--- src/rtl/axi_csr_regfile_if.sv ---
// AXI4 slave bus bundle for axi_csr_regfile: AW/W/B write channels and AR/R read channels.
// The master modport drives requests; the slave modport is used by the register file.
interface axi_csr_regfile_if #(
  parameter int unsigned DATA_W = 32,
  parameter int unsigned ADDR_W = 5,
  parameter int unsigned ID_W   = 5
);
  logic [ADDR_W-1:0]   awaddr;
  logic [ID_W-1:0]     awid;
  logic [7:0]          awlen;
  logic                awvalid;
  logic                awready;
  logic [DATA_W-1:0]   wdata;
  logic [DATA_W/8-1:0] wstrb;
  logic                wlast;
  logic                wvalid;
  logic                wready;
  logic [ID_W-1:0]     bid;
  logic [1:0]          bresp;
  logic                bvalid;
  logic                bready;
  logic [ADDR_W-1:0]   araddr;
  logic [ID_W-1:0]     arid;
  logic [7:0]          arlen;
  logic                arvalid;
  logic                arready;
  logic [DATA_W-1:0]   rdata;
  logic [ID_W-1:0]     rid;
  logic [1:0]          rresp;
  logic                rlast;
  logic                rvalid;
  logic                rready;

  modport master (
    output awaddr, awid, awlen, awvalid, wdata, wstrb, wlast, wvalid, bready,
    output araddr, arid, arlen, arvalid, rready,
    input  awready, wready, bid, bresp, bvalid, arready, rdata, rid, rresp, rlast, rvalid
  );

  modport slave (
    input  awaddr, awid, awlen, awvalid, wdata, wstrb, wlast, wvalid, bready,
    input  araddr, arid, arlen, arvalid, rready,
    output awready, wready, bid, bresp, bvalid, arready, rdata, rid, rresp, rlast, rvalid
  );
endinterface

--- src/rtl/axi_csr_regfile.sv ---
// AXI4 slave CSR register file with INCR bursts, SLVERR on unmapped indices and independent
// write/read FSMs. Optional feature macro: CSR_RO_MASK_EN (enables RO_MASK write protection).
module axi_csr_regfile #(
  parameter int unsigned          DATA_W   = 32,
  parameter int unsigned          ADDR_W   = 5,
  parameter int unsigned          ID_W     = 5,
  parameter int unsigned          NUM_REGS = 32,
  parameter logic [NUM_REGS-1:0]  RO_MASK  = '0
) (
  input logic              s_aclk,
  input logic              s_areset,
  axi_csr_regfile_if.slave s_axi
);

  localparam int unsigned StrbW      = DATA_W / 8;
  localparam logic [1:0]  RespOkay   = 2'b00;
  localparam logic [1:0]  RespSlverr = 2'b10;

  typedef enum logic [1:0] {WIdle, WData, WResp} w_state_e;
  typedef enum logic       {RIdle, RData}        r_state_e;

  function automatic logic is_mapped(input logic [ADDR_W-1:0] idx);
    return {1'b0, idx} < (ADDR_W + 1)'(NUM_REGS);
  endfunction

  logic [DATA_W-1:0] regs_q [NUM_REGS];
  logic [DATA_W-1:0] regs_d [NUM_REGS];

  // Write channel state
  w_state_e          w_state_q, w_state_d;
  logic [ADDR_W-1:0] w_addr_q, w_addr_d;
  logic [ID_W-1:0]   w_id_q, w_id_d;
  logic [7:0]        w_len_q, w_len_d;
  logic [7:0]        w_cnt_q, w_cnt_d;
  logic              w_err_q, w_err_d;
  logic [ID_W-1:0]   bid_q, bid_d;
  logic [1:0]        bresp_q, bresp_d;
  logic              w_last_beat;
  logic              w_beat_err;
  logic              w_mapped;
  logic              w_ro;

  // Read channel state
  r_state_e          r_state_q, r_state_d;
  logic [ADDR_W-1:0] r_addr_q, r_addr_d;
  logic [7:0]        r_len_q, r_len_d;
  logic [7:0]        r_cnt_q, r_cnt_d;
  logic [DATA_W-1:0] rdata_q, rdata_d;
  logic [ID_W-1:0]   rid_q, rid_d;
  logic [1:0]        rresp_q, rresp_d;
  logic              rlast_q, rlast_d;
  logic [ADDR_W-1:0] rd_idx;
  logic [DATA_W-1:0] rd_word;
  logic              rd_mapped;

  assign w_mapped = is_mapped(w_addr_q);

`ifdef CSR_RO_MASK_EN
  always_comb begin
    w_ro = 1'b0;
    for (int i = 0; i < NUM_REGS; i++) begin
      if (ADDR_W'(i) == w_addr_q) w_ro = RO_MASK[i];
    end
  end
`else
  logic unused_ro_mask;
  assign unused_ro_mask = ^RO_MASK;
  assign w_ro = 1'b0;
`endif

  // ---------------------------------------------------------------------------
  // Write FSM and register update
  // ---------------------------------------------------------------------------
  always_comb begin
    w_state_d   = w_state_q;
    w_addr_d    = w_addr_q;
    w_id_d      = w_id_q;
    w_len_d     = w_len_q;
    w_cnt_d     = w_cnt_q;
    w_err_d     = w_err_q;
    bid_d       = bid_q;
    bresp_d     = bresp_q;
    regs_d      = regs_q;
    w_last_beat = (w_cnt_q == w_len_q);
    w_beat_err  = !w_mapped || w_ro || (s_axi.wlast != w_last_beat);

    unique case (w_state_q)
      WIdle: begin
        if (s_axi.awvalid) begin
          w_addr_d  = s_axi.awaddr;
          w_id_d    = s_axi.awid;
          w_len_d   = s_axi.awlen;
          w_cnt_d   = '0;
          w_err_d   = 1'b0;
          w_state_d = WData;
        end
      end
      WData: begin
        if (s_axi.wvalid) begin
          if (w_mapped && !w_ro) begin
            for (int i = 0; i < NUM_REGS; i++) begin
              if (ADDR_W'(i) == w_addr_q) begin
                for (int b = 0; b < StrbW; b++) begin
                  if (s_axi.wstrb[b]) regs_d[i][8*b +: 8] = s_axi.wdata[8*b +: 8];
                end
              end
            end
          end
          w_addr_d = w_addr_q + 1'b1;
          w_cnt_d  = w_cnt_q + 8'd1;
          w_err_d  = w_err_q | w_beat_err;
          // Beat count alone terminates the burst; wlast only feeds the error flag.
          if (w_last_beat) begin
            w_state_d = WResp;
            bid_d     = w_id_q;
            bresp_d   = (w_err_q | w_beat_err) ? RespSlverr : RespOkay;
          end
        end
      end
      WResp: begin
        if (s_axi.bready) w_state_d = WIdle;
      end
      default: w_state_d = WIdle;
    endcase
  end

  always_ff @(posedge s_aclk or posedge s_areset) begin
    if (s_areset) begin
      w_state_q <= WIdle;
      w_addr_q  <= '0;
      w_id_q    <= '0;
      w_len_q   <= '0;
      w_cnt_q   <= '0;
      w_err_q   <= 1'b0;
      bid_q     <= '0;
      bresp_q   <= RespOkay;
    end else begin
      w_state_q <= w_state_d;
      w_addr_q  <= w_addr_d;
      w_id_q    <= w_id_d;
      w_len_q   <= w_len_d;
      w_cnt_q   <= w_cnt_d;
      w_err_q   <= w_err_d;
      bid_q     <= bid_d;
      bresp_q   <= bresp_d;
    end
  end

  always_ff @(posedge s_aclk or posedge s_areset) begin
    if (s_areset) begin
      for (int i = 0; i < NUM_REGS; i++) regs_q[i] <= '0;
    end else begin
      regs_q <= regs_d;
    end
  end

  // ---------------------------------------------------------------------------
  // Read FSM: beats sample regs_q, so a same-edge write is seen only by later beats
  // ---------------------------------------------------------------------------
  assign rd_idx    = (r_state_q == RIdle) ? s_axi.araddr : r_addr_q;
  assign rd_mapped = is_mapped(rd_idx);

  always_comb begin
    rd_word = '0;
    for (int i = 0; i < NUM_REGS; i++) begin
      if (ADDR_W'(i) == rd_idx) rd_word = regs_q[i];
    end
  end

  always_comb begin
    r_state_d = r_state_q;
    r_addr_d  = r_addr_q;
    r_len_d   = r_len_q;
    r_cnt_d   = r_cnt_q;
    rdata_d   = rdata_q;
    rid_d     = rid_q;
    rresp_d   = rresp_q;
    rlast_d   = rlast_q;

    unique case (r_state_q)
      RIdle: begin
        if (s_axi.arvalid) begin
          r_state_d = RData;
          r_addr_d  = s_axi.araddr + 1'b1;
          r_len_d   = s_axi.arlen;
          r_cnt_d   = '0;
          rid_d     = s_axi.arid;
          rdata_d   = rd_mapped ? rd_word : '0;
          rresp_d   = rd_mapped ? RespOkay : RespSlverr;
          rlast_d   = (s_axi.arlen == 8'd0);
        end
      end
      RData: begin
        if (s_axi.rready) begin
          if (rlast_q) begin
            r_state_d = RIdle;
            rlast_d   = 1'b0;
          end else begin
            rdata_d  = rd_mapped ? rd_word : '0;
            rresp_d  = rd_mapped ? RespOkay : RespSlverr;
            rlast_d  = ((r_cnt_q + 8'd1) == r_len_q);
            r_cnt_d  = r_cnt_q + 8'd1;
            r_addr_d = r_addr_q + 1'b1;
          end
        end
      end
      default: r_state_d = RIdle;
    endcase
  end

  always_ff @(posedge s_aclk or posedge s_areset) begin
    if (s_areset) begin
      r_state_q <= RIdle;
      r_addr_q  <= '0;
      r_len_q   <= '0;
      r_cnt_q   <= '0;
      rdata_q   <= '0;
      rid_q     <= '0;
      rresp_q   <= RespOkay;
      rlast_q   <= 1'b0;
    end else begin
      r_state_q <= r_state_d;
      r_addr_q  <= r_addr_d;
      r_len_q   <= r_len_d;
      r_cnt_q   <= r_cnt_d;
      rdata_q   <= rdata_d;
      rid_q     <= rid_d;
      rresp_q   <= rresp_d;
      rlast_q   <= rlast_d;
    end
  end

  assign s_axi.awready = (w_state_q == WIdle);
  assign s_axi.wready  = (w_state_q == WData);
  assign s_axi.bvalid  = (w_state_q == WResp);
  assign s_axi.bid     = bid_q;
  assign s_axi.bresp   = bresp_q;
  assign s_axi.arready = (r_state_q == RIdle);
  assign s_axi.rvalid  = (r_state_q == RData);
  assign s_axi.rdata   = rdata_q;
  assign s_axi.rid     = rid_q;
  assign s_axi.rresp   = rresp_q;
  assign s_axi.rlast   = rlast_q;

endmodule

--- src/flat_wrapper.sv ---
// flat-port wrapper written by rule: the top's interface ports become plain ports
module axi_csr_regfile_flat 
#(
  parameter int unsigned          DATA_W   = 32,
  parameter int unsigned          ADDR_W   = 5,
  parameter int unsigned          ID_W     = 5,
  parameter int unsigned          NUM_REGS = 32,
  parameter logic [NUM_REGS-1:0]  RO_MASK  = '0
)
  (s_aclk, s_areset, s_axi_awaddr, s_axi_awid, s_axi_awlen, s_axi_awvalid, s_axi_wdata, s_axi_wstrb, s_axi_wlast, s_axi_wvalid, s_axi_bready, s_axi_araddr, s_axi_arid, s_axi_arlen, s_axi_arvalid, s_axi_rready, s_axi_awready, s_axi_wready, s_axi_bid, s_axi_bresp, s_axi_bvalid, s_axi_arready, s_axi_rdata, s_axi_rid, s_axi_rresp, s_axi_rlast, s_axi_rvalid);
  axi_csr_regfile_if #(.DATA_W(DATA_W), .ADDR_W(ADDR_W), .ID_W(ID_W)) s_axi_i ();
  input logic s_aclk;
  input logic s_areset;
  input wire logic [$bits(s_axi_i.awaddr)-1:0] s_axi_awaddr;
  input wire logic [$bits(s_axi_i.awid)-1:0] s_axi_awid;
  input wire logic [$bits(s_axi_i.awlen)-1:0] s_axi_awlen;
  input wire logic [$bits(s_axi_i.awvalid)-1:0] s_axi_awvalid;
  input wire logic [$bits(s_axi_i.wdata)-1:0] s_axi_wdata;
  input wire logic [$bits(s_axi_i.wstrb)-1:0] s_axi_wstrb;
  input wire logic [$bits(s_axi_i.wlast)-1:0] s_axi_wlast;
  input wire logic [$bits(s_axi_i.wvalid)-1:0] s_axi_wvalid;
  input wire logic [$bits(s_axi_i.bready)-1:0] s_axi_bready;
  input wire logic [$bits(s_axi_i.araddr)-1:0] s_axi_araddr;
  input wire logic [$bits(s_axi_i.arid)-1:0] s_axi_arid;
  input wire logic [$bits(s_axi_i.arlen)-1:0] s_axi_arlen;
  input wire logic [$bits(s_axi_i.arvalid)-1:0] s_axi_arvalid;
  input wire logic [$bits(s_axi_i.rready)-1:0] s_axi_rready;
  output wire logic [$bits(s_axi_i.awready)-1:0] s_axi_awready;
  output wire logic [$bits(s_axi_i.wready)-1:0] s_axi_wready;
  output wire logic [$bits(s_axi_i.bid)-1:0] s_axi_bid;
  output wire logic [$bits(s_axi_i.bresp)-1:0] s_axi_bresp;
  output wire logic [$bits(s_axi_i.bvalid)-1:0] s_axi_bvalid;
  output wire logic [$bits(s_axi_i.arready)-1:0] s_axi_arready;
  output wire logic [$bits(s_axi_i.rdata)-1:0] s_axi_rdata;
  output wire logic [$bits(s_axi_i.rid)-1:0] s_axi_rid;
  output wire logic [$bits(s_axi_i.rresp)-1:0] s_axi_rresp;
  output wire logic [$bits(s_axi_i.rlast)-1:0] s_axi_rlast;
  output wire logic [$bits(s_axi_i.rvalid)-1:0] s_axi_rvalid;
  assign s_axi_i.awaddr = s_axi_awaddr;
  assign s_axi_i.awid = s_axi_awid;
  assign s_axi_i.awlen = s_axi_awlen;
  assign s_axi_i.awvalid = s_axi_awvalid;
  assign s_axi_i.wdata = s_axi_wdata;
  assign s_axi_i.wstrb = s_axi_wstrb;
  assign s_axi_i.wlast = s_axi_wlast;
  assign s_axi_i.wvalid = s_axi_wvalid;
  assign s_axi_i.bready = s_axi_bready;
  assign s_axi_i.araddr = s_axi_araddr;
  assign s_axi_i.arid = s_axi_arid;
  assign s_axi_i.arlen = s_axi_arlen;
  assign s_axi_i.arvalid = s_axi_arvalid;
  assign s_axi_i.rready = s_axi_rready;
  assign s_axi_awready = s_axi_i.awready;
  assign s_axi_wready = s_axi_i.wready;
  assign s_axi_bid = s_axi_i.bid;
  assign s_axi_bresp = s_axi_i.bresp;
  assign s_axi_bvalid = s_axi_i.bvalid;
  assign s_axi_arready = s_axi_i.arready;
  assign s_axi_rdata = s_axi_i.rdata;
  assign s_axi_rid = s_axi_i.rid;
  assign s_axi_rresp = s_axi_i.rresp;
  assign s_axi_rlast = s_axi_i.rlast;
  assign s_axi_rvalid = s_axi_i.rvalid;
  axi_csr_regfile #(.DATA_W(DATA_W), .ADDR_W(ADDR_W), .ID_W(ID_W), .NUM_REGS(NUM_REGS), .RO_MASK(RO_MASK)) u_core (.s_aclk(s_aclk), .s_areset(s_areset), .s_axi(s_axi_i));
endmodule
--- config.mk ---
export PLATFORM = sky130hd
export DESIGN_NAME = axi_csr_regfile_flat
export DESIGN_NICKNAME = d
export VERILOG_FILES = /design/src/rtl/axi_csr_regfile_if.sv /design/src/rtl/axi_csr_regfile.sv /design/src/flat_wrapper.sv
export SDC_FILE = /design/constraint.sdc
export NUM_CORES = 2
export LEC_CHECK = 0
export CORE_MARGIN = 2
export CORE_UTILIZATION = 50
export CTS_CLUSTER_SIZE = 8
export DETAILED_ROUTE_END_ITERATION = 8
export PLACE_DENSITY_LB_ADDON = 0.05
export SYNTH_ARGS = -nofsm -noshare
export SYNTH_HDL_FRONTEND = slang
export SYNTH_SLANG_ARGS = --single-unit
--- constraint.sdc ---
create_clock -name s_aclk -period 62.3 [get_ports s_aclk]
set_clock_uncertainty 0.05 [all_clocks]
set_input_delay 15.575 -clock s_aclk [delete_from_list [all_inputs] [get_ports s_aclk]]
set_output_delay 15.575 -clock s_aclk [all_outputs]
set_load 0.01 [all_outputs]
==> impl_metrics.py <==
metrics = {
    "setup_path": {
        "arrival_ps": 20490,
        "start_kind": "input pin",
        "crit_type": "in2reg",
        "cp-end-kind": "flop",
        "cp.required_ps": 62870,
        "crit_path_max_fanout": 61,
    },
    "clock_tree": {
        "clkSinkCount": 1119,
        "cts_tree": "done",
        "cts_setup_buffers": 0,
        "post_cts_resized": 0,
        "cts_root_buf": "clkbuf_16",
        "clk_latency_ps": 750,
        "htreeDepth": 4,
        "cts_hold_buf": 0,
        "cts_made_buffers": 157,
        "clk_pin_slew_ps": 50,
        "clock_path_buffers": 3,
    },
    "placement": {
        "dp_cells": 5618,
        "gp_congestion": 0.8942,
        "numPortBuffers": 128,
        "dp_hpwl_mm": 117.2,
        "place_ws_ps": 41710,
    },
    "die": {
        "start_util_pct": 50.48,
        "fp.dieW_um": 327.7,
        "rows": 118,
        "core_area_um2": 103800,
        "io_pins": 132,
        "dieHeight_um": 327.7,
        "die_area_um2": 107400,
    },
    "power_and_ir_drop": {
        "p_per_area_nw_per_um2": 51.03,
        "p_leak_nw": 26.91,
        "power.ir.vdd_worst_mv": 0.03072,
    },
    "global_route": {
        "grt_pass1_wl_mm": 260.2,
        "grt_usage_pct": 32.73,
        "antenna_found_initial": 7,
        "grt_max_degree": 160,
        "grt_overflow": 0,
        "grt_pass1_vias": 38130,
    },
    "synthesis": {
        "ys.flop_type": "dfrtp_1",
        "avgSynthCellArea_um2": 12.14,
        "async_reset_ff_share_pct": 100.0,
        "yosysSeqAreaShare_pct": 53.44,
        "synth_area_um2": 52400,
        "ys_seq_elements": 1119,
        "syn_inst": 4318,
        "synth_edf_count": 0,
        "yosys_warnings": 0,
        "yosysUniqueCellTypes": 94,
    },
    "status": {
        "status": "finished, final reports clean",
    },
    "routing": {
        "ant_nets": 0,
        "drt_iter0_markers": 4517,
        "wl_mm": 176.0,
        "dr.pass1.iters": 8,
        "viasPerCell": 6.617,
        "vias": 38320,
        "wl_per_cell_um": 30.40,
        "drcViolationCount": 0,
    },
    "sta": {
        "setup_slack_ps": 42380,
        "worst_slew_pin_slew_ps": 1423,
        "rsz0062_at_grt": "no",
        "maxSlewHeadroom_pct": 4.827,
        "drv_slew": 0,
        "fin_hold_ws_ps": 414.7,
        "setup_violations": 0,
        "hold_viol": 0,
        "period_share_pct": 31.98,
        "fmax_mhz": 50.20,
        "period_needed_ps": 19920,
        "final.setup.tns_ps": 0,
    },
    "cells_and_area": {
        "nets": 4491,
        "fin_cells": 5791,
        "layout_commonest_cell": "dfrtp_1",
        "mostFrequentLayoutCells": "1118 x dfrtp_1, 1027 x mux2_2, 287 x nand2_1",
        "final_util_pct": 57.08,
        "layout-drive-gt1-share_pct": 31.13,
        "area_delta_synth_final_pct": 13.06,
    },
    "min_path": {
        "hold_path.class": "reg2reg",
    },
    "flow_run": {
        "cap_violations": 0,
    },
}
-- path summary, 6_finish.rpt --
kind	startpoint	slack [ps]	to	cells after the start
min	u_core.r_addr_q[1]$_DFFE_PP0P_	410	u_core.r_addr_q[1]$_DFFE_PP0P_	2
max reg2reg	u_core.s_axi.rvalid$_DFF_PP0_	56630	u_core.s_axi.rdata[20]$_DFFE_PP0P_	12
min in group asynchronous	s_areset	15310	u_core.regs_q[790]$_DFFE_PP0P_	2
max in group asynchronous	s_areset	43680	u_core.s_axi.rvalid$_DFF_PP0_	5
min reg2reg	u_core.r_addr_q[1]$_DFFE_PP0P_	410	u_core.r_addr_q[1]$_DFFE_PP0P_	2
max	s_axi_araddr[1]	42380	u_core.s_axi.rdata[20]$_DFFE_PP0P_	12
-- worst max-delay path, cell delays in order --
cell	delay, ps
clkdlybuf4s50_1	400
mux2i_1	420
ha_4	520
buf_4	620
buf_4	670
nor2_1	260
nor2_1	420
nand2_1	300
nand2_1	860
a21oi_1	130
o221ai_1	130
o21ai_1	110
-- layout make-up --
type                    instances  area (µm²)
fillers                      8827       44550
flip-flops and latches       1119       28000
multi-input cells            2849       23080
clock buffers                 166        4111
repair buffers                241        2145
well taps                    1380        1727
inverters                      29       116.4
clock inverters                 6       60.06
diodes                          1       2.502
-- logic make-up (layout without fill, tap and decap cells) --
| family | Yosys count | after routing | synth area share [%] |
|---|---|---|---|
| other | 1 | 4 | 0.007157 |
| and+or+nand+nor | 836 | 836 | 7.791 |
| xor gates and xnor gates | 30 | 30 | 0.5014 |
| AOI/OAI and AO/OA | 930 | 930 | 12.90 |
| buffers and inverters | 352 | 442 | 2.770 |
| muxes | 1036 | 1036 | 22.26 |
| adders and majority gates | 14 | 14 | 0.3343 |
| DFF | 1119 | 1119 | 53.44 |
-- layer usage --
layer | up-vias | wire length [µm] | share of wire, % | global-route usage (%)
met2 | 1692 | 79010 | 45 | 49.86
met4 | 6 | 7036 | 4.0 | 13.04
met1 | 20030 | 76420 | 43 | 46.22
li1 | 16220 | - | - | -
met5 | - | 38 | 0.022 | 0
met3 | 376 | 13530 | 7.7 | 6.377
-- stage by stage --
step	power, mW	cell area (µm²)
2_1_floorplan	1.837	52410
3_3_place_gp	2.225	55070
3_5_place_dp	2.244	55070
4_1_cts	3.014	59240
5_1_grt	3.161	59240
6_report	3.023	59240
-- power breakdown --
group          switching (mW)  internal, mW
Sequential              0.158         0.995
Clock                   0.306         0.458
Combinational           0.650         0.455
Total                    1.11          1.91
-- registers in the layout (all words and copies together) (netlist names), 2 cells and up --
register            cells
u_core.regs_q        1024
u_core.s_axi.rdata     32
u_core.r_cnt_q          8
u_core.r_len_q          8
u_core.w_cnt_q          8
u_core.w_len_q          8
u_core.r_addr_q         5
u_core.s_axi.bid        5
u_core.s_axi.rid        5
u_core.w_addr_q         5
u_core.w_id_q           5
u_core.w_state_q        2
-- synthesized netlist by cell type (38+ instances only) --
library cell	instances	area [µm²]
a21oi_1	128	640.6
a221oi_1	65	569.3
a222oi_1	45	450.4
a22oi_1	45	337.8
and3_1	38	237.7
buf_2	53	265.3
clkbuf_1	240	900.9
dfrtp_1	1119	28000
mux2_2	1027	11560
nand2_1	287	1077
nand3_1	81	405.4
nand3b_1	43	322.8
nor2_1	201	754.5
o21ai_0	128	640.6
o221ai_1	39	341.6
o22ai_1	124	775.7
or3_1	42	262.8
(Power assumes the default switching activity.)
